## src/rtl/trap_ctrl.sv

```systemverilog
// Write-back trap consumer: flushes the pipeline and hands one redirect PC to fetch per trap, MRET or boot.
// Optional vectored interrupt targets are enabled by defining TRAP_CTRL_VECTORED_EN.
module trap_ctrl #(
    parameter logic [31:0] RESET_PC     = 32'h8000_0000,
    parameter int          FLUSH_CYCLES = 1
) (
    input  logic        clk_i,
    input  logic        rst_i,
    input  logic        wb_valid_i,
    input  logic [31:0] wb_pc_i,
    input  logic        exc_taken_i,
    input  logic        mret_i,
    input  logic [31:0] mtvec_i,
    input  logic [31:0] mepc_i,
    input  logic        mstatus_mie_i,
    input  logic [2:0]  mie_i,
    input  logic        xint_meip_i,
    input  logic        xint_mtip_i,
    input  logic        xint_msip_i,
    output logic        flush_o,
    output logic        redirect_valid_o,
    output logic [31:0] redirect_pc_o,
    input  logic        redirect_ready_i,
    output logic        int_taken_o,
    output logic [31:0] int_cause_o,
    output logic [31:0] int_epc_o,
    output logic        busy_o
);

    typedef enum logic [1:0] {
        ST_BOOT,
        ST_IDLE,
        ST_FLUSH,
        ST_REDIRECT
    } state_t;

    localparam logic [2:0]  FLUSH_LD   = 3'(FLUSH_CYCLES);
    localparam logic [31:0] ALIGN_MASK = 32'hFFFF_FFFC;

    state_t      r_state, w_state_nxt;
    logic [2:0]  r_cnt, w_cnt_nxt;
    logic        r_flush, w_flush_nxt;
    logic        r_rvalid, w_rvalid_nxt;
    logic [31:0] r_rpc, w_rpc_nxt;
    logic        r_itk, w_itk_nxt;
    logic [31:0] r_cause, w_cause_nxt;
    logic [31:0] r_epc, w_epc_nxt;

    logic [2:0]  w_pend;
    logic        w_int_req;
    logic [3:0]  w_code;
    logic [31:0] w_base;
    logic [31:0] w_int_tgt;

    assign w_pend    = {xint_meip_i, xint_mtip_i, xint_msip_i} & mie_i;
    assign w_int_req = wb_valid_i & mstatus_mie_i & (|w_pend);
    assign w_base    = mtvec_i & ALIGN_MASK;

    // Code priority is MEI > MSI > MTI, which is not the bit order of mie_i.
    always_comb begin
        w_code = 4'd7;
        if (w_pend[2]) begin
            w_code = 4'd11;
        end else if (w_pend[0]) begin
            w_code = 4'd3;
        end
    end

`ifdef TRAP_CTRL_VECTORED_EN
    assign w_int_tgt = (mtvec_i[1:0] == 2'b01) ? (w_base + {26'b0, w_code, 2'b00}) : w_base;
`else
    assign w_int_tgt = w_base;
`endif

    always_comb begin
        w_state_nxt  = r_state;
        w_cnt_nxt    = r_cnt;
        w_flush_nxt  = r_flush;
        w_rvalid_nxt = r_rvalid;
        w_rpc_nxt    = r_rpc;
        w_itk_nxt    = 1'b0;
        w_cause_nxt  = r_cause;
        w_epc_nxt    = r_epc;
        case (r_state)
            ST_BOOT: begin
                w_rvalid_nxt = 1'b1;
                w_rpc_nxt    = RESET_PC;
                w_state_nxt  = ST_REDIRECT;
            end
            ST_IDLE: begin
                if (exc_taken_i || mret_i || w_int_req) begin
                    w_state_nxt = ST_FLUSH;
                    w_cnt_nxt   = FLUSH_LD;
                    w_flush_nxt = 1'b1;
                end
                if (exc_taken_i) begin
                    w_rpc_nxt = w_base;
                end else if (mret_i) begin
                    w_rpc_nxt = mepc_i & ALIGN_MASK;
                end else if (w_int_req) begin
                    w_rpc_nxt   = w_int_tgt;
                    w_itk_nxt   = 1'b1;
                    w_cause_nxt = {1'b1, 27'b0, w_code};
                    w_epc_nxt   = wb_pc_i + 32'd4;
                end
            end
            ST_FLUSH: begin
                if (r_cnt <= 3'd1) begin
                    w_cnt_nxt    = 3'd0;
                    w_flush_nxt  = 1'b0;
                    w_rvalid_nxt = 1'b1;
                    w_state_nxt  = ST_REDIRECT;
                end else begin
                    w_cnt_nxt = r_cnt - 3'd1;
                end
            end
            ST_REDIRECT: begin
                if (redirect_ready_i) begin
                    w_rvalid_nxt = 1'b0;
                    w_state_nxt  = ST_IDLE;
                end
            end
            default: begin
                w_state_nxt = ST_IDLE;
            end
        endcase
    end

    always_ff @(posedge clk_i or posedge rst_i) begin
        if (rst_i) begin
            r_state  <= ST_BOOT;
            r_cnt    <= 3'd0;
            r_flush  <= 1'b0;
            r_rvalid <= 1'b0;
            r_rpc    <= RESET_PC;
            r_itk    <= 1'b0;
            r_cause  <= 32'd0;
            r_epc    <= 32'd0;
        end else begin
            r_state  <= w_state_nxt;
            r_cnt    <= w_cnt_nxt;
            r_flush  <= w_flush_nxt;
            r_rvalid <= w_rvalid_nxt;
            r_rpc    <= w_rpc_nxt;
            r_itk    <= w_itk_nxt;
            r_cause  <= w_cause_nxt;
            r_epc    <= w_epc_nxt;
        end
    end

    assign flush_o          = r_flush;
    assign redirect_valid_o = r_rvalid;
    assign redirect_pc_o    = r_rpc;
    assign int_taken_o      = r_itk;
    assign int_cause_o      = r_cause;
    assign int_epc_o        = r_epc;
    assign busy_o           = (r_state != ST_IDLE);

endmodule

```

## config.mk

```make
export PLATFORM = sky130hd
export DESIGN_NAME = trap_ctrl
export DESIGN_NICKNAME = d
export VERILOG_FILES = /design/src/rtl/trap_ctrl.sv
export SDC_FILE = /design/constraint.sdc
export NUM_CORES = 1
export LEC_CHECK = 0
export BUFFER_PORTS_ARGS = -buffer_cell sky130_fd_sc_hd__buf_2
export CORE_ASPECT_RATIO = 0.6
export CORE_MARGIN = 5
export CORE_UTILIZATION = 45
export DETAILED_ROUTE_END_ITERATION = 10
export PLACE_DENSITY = 0.9
export SLEW_MARGIN = 40
export SYNTH_ARGS = -nofsm -noshare
export SYNTH_HDL_FRONTEND = slang
export SYNTH_SLANG_ARGS = --single-unit
```

## constraint.sdc

```tcl
create_clock -name clk_i -period 2.7 [get_ports clk_i]
set_input_delay 0.27 -clock clk_i [delete_from_list [all_inputs] [get_ports clk_i]]
set_output_delay 0.27 -clock clk_i [all_outputs]
set_load 0.03 [all_outputs]
```

==> impl_metrics.csv <==
group,metric,value,unit
cells_and_area,final_common_cell,"buf_2",
cts,ctsRootBufferMaster,"clkbuf_16",
floorplan,die_w,132,um
cts,post-cts-setup-buffer-count,0,
pwr,p_per_area,1150,nW/um^2
setup_path,startpoint_type,"flop",
global_routing,gr-usage-all-layers,18.8,%
routing,post_drt_wl_per_cell,15.4,um
routing,drtIter0Drc,162,
routing,vias,3528,
cts,cts_buffers,9,
place,gp_congestion,0.829,
timing,fmax,479,MHz
floorplan,die-area,11000,sq um
yosys,yosys_warnings,0,
timing,setup_tns,0,ps
setup_path,crit_fanout,14,
cts,cts.sinks,73,
timing,slew_viol_final,0,
hold_path,min_path_type,"in -> async",
routing,drc,0,
yosys,synthArstFlopShare,100,%
place,dp_hpwl,8.39,mm
cells_and_area,ff_latch_area,1830,sq um
global_routing,overflow,0,
routing,vias_per_cell,5.10,
cells_and_area,insertedDiodeCount,0,
timing,period_share,77.3,%
timing,hold_viol,0,
timing,maxSlewHeadroom,55.9,%
global_routing,grt_pass1_vias,3615,
setup_path,rr_startpoint,"r_state[1]",
yosys,synth-main-ff-cell,"dfrtp_1",
timing,fin_worst_skew,6.56,ps
routing,dr.pass1.iters,4,
flow_run,maxCapViolCount,0,
pwr,leakage,2.62,nW
timing,tightest_slew,660,ps
setup_path,r2r_slack,700,ps
setup_path,crit_arrival,1820,ps
yosys,syn_area,4040,sq um
floorplan,coreArea,8620,sq um
cells_and_area,final_cell_mix,"175 x buf_2, 72 x dfrtp_1, 39 x nand2_1, 36 x nor2_1, 34 x a21oi_1",
timing,rsz0062_at_grt,"no",
routing,wirelength,10.7,mm
global_routing,grt_max_degree,66,
place,io_buffer_count,175,
cells_and_area,fill_cells,755,
yosys,syn_area_per_cell,9.89,sq um
setup_path,ff2ff_path_depth,7,
cts,tritoncts,"done",
floorplan,start_util,46.8,%
cts,post_cts_resized,0,
setup_path,rr_endpoint,"int_cause_o[3]",
setup_path,startpoint,"r_state[1]",
pwr,ir_worst_vdd,0.548,mV
yosys,synth_enable_flop_cells,0,
yosys,netlist_instances,408,
timing,finalSetupViolations,0,
floorplan,die_h,83.4,um
routing,ant_nets,0,
floorplan,num_io_pins,209,
floorplan,rows,26,
yosys,synth-seq-cells,73,
cts,max-clock-path-buffers,2,
setup_path,path_class,"reg -> out",
cells_and_area,multi_input_area,1930,sq um
setup_path,cp.required,2430,ps
cells_and_area,drive_above_1_share,37.1,%
global_routing,grt_pass1_wl,17.6,mm
timing,period_needed,2090,ps
yosys,synth.distinct_cells,44,
yosys,yosysSeqAreaShare,45.3,%
cells_and_area,post-route-util,60.7,%
yosys,synth_area_leaders,"dfrtp_1 45%, mux2i_1 7.9%, buf_4 6.9%, o31ai_1 5.4%, a21oi_1 4.2%",
cells_and_area,final_nets,691,
yosys,synth.top_cell.area_share,44.7,%
yosys,synth_top_area_cell,"dfrtp_1",
global_routing,antenna_found_initial,0,
run_status,outcome,"completed",
cts,htree_levels,3,
cts,clock_latency,320,ps
cells_and_area,area_growth,29.7,%
cts,clk_transition_reported_paths,60,ps
cts,postCtsHoldBufs,0,
setup_path,cp-end-kind,"primary output",
==> critical path, cell delays in order, from the launching register on <==
cell,delay [ps]
dfrtp_1,390
inv_1,80
ha_1,190
buf_4,160
inv_1,370
buf_2,300
==> sequential cells by signal (all words and copies together), names as in the netlist <==
signal and flops:
flush_o 1, int_cause_o 3, int_epc_o 32, int_taken_o 1
r_cnt 3, r_state 2, redirect_pc_o 30, redirect_valid_o 1
==> per-layer routing <==
metal / vias to the layer above / track usage (%) / routed length, um / part of all wire, %
met3: 12 / 5.37 / 798 / 7.5
li1: 1695 / - / - / -
met1: 1689 / 23.4 / 4440 / 42
met5: - / 0 / 0 / 0
met2: 132 / 32.3 / 5350 / 50
met4: 0 / 4.90 / 93 / 0.87
==> power breakdown <==
group	total, W	internal (W)	switching [W]	leakage (nW)
Clock	0.00129	0.000856	0.000439	0.162
Sequential	0.00188	0.00160	0.000276	0.934
Combinational	0.00286	0.000877	0.00198	1.53
Total	0.00603	0.00334	0.00269	2.62
==> cell usage after synthesis, types with 5 or more instances <==
cell,number
dfrtp_1,72
nand2_1,39
buf_4,37
nor2_1,36
a21oi_1,34
mux2i_1,32
o31ai_1,29
xnor2_1,15
xor2_1,13
buf_2,12
inv_1,10
nand3_1,10
nand4_1,9
ha_1,7
and4_1,6
nor3_1,5
==> area by class of cell <==
type / instances / area share, %
clock buffers: 11 / 4.83
clock inverters: 5 / 1.48
well taps: 112 / 2.68
inverters: 10 / 0.717
multi-input cells: 298 / 36.8
flip-flops and latches: 73 / 34.9
repair buffers: 183 / 18.6
==> metrics by stage <==
step / power [W] / std cells / setup slack [ps] / instance area [sq um] / hold WS (ps)
after floorplan: 0.00391 / 436 / 578 / 4140 / 363
after global placement: 0.00465 / 676 / 783 / 4900 / 383
after detailed placement: 0.00478 / 676 / 692 / 4900 / 407
after CTS: 0.00609 / 692 / 594 / 5240 / 63.3
after global routing: 0.00642 / 692 / 478 / 5240 / 81.9
final: 0.00603 / 692 / 614 / 5240 / 42.2
==> cell families (layout without fill, tap and decap cells) <==
logic type	count (synthesis)	count (layout)	share of synthesized area, %
AO/OA/AOI/OAI	79	79	12.7
multiplexers	36	36	9.05
other	1	29	0.0929
XOR/XNOR	28	28	6.08
adder cells (fa/ha/maj)	7	7	2.17
flip-flops	73	73	45.3
AND/OR/NAND/NOR	119	119	14.5
buffers and inverters	65	209	10.1
==> worst max-delay path by stage <==
| stage | to | slack [ps] |
|---|---|---|
| final | busy_o | 610 |
| after global routing | busy_o | 480 |
| after CTS | busy_o | 590 |
| after detailed placement | int_cause_o[3] | 690 |
| after global placement | int_cause_o[3] | 780 |
| after floorplan | flush_o | 580 |
(Power assumes the default switching activity.)
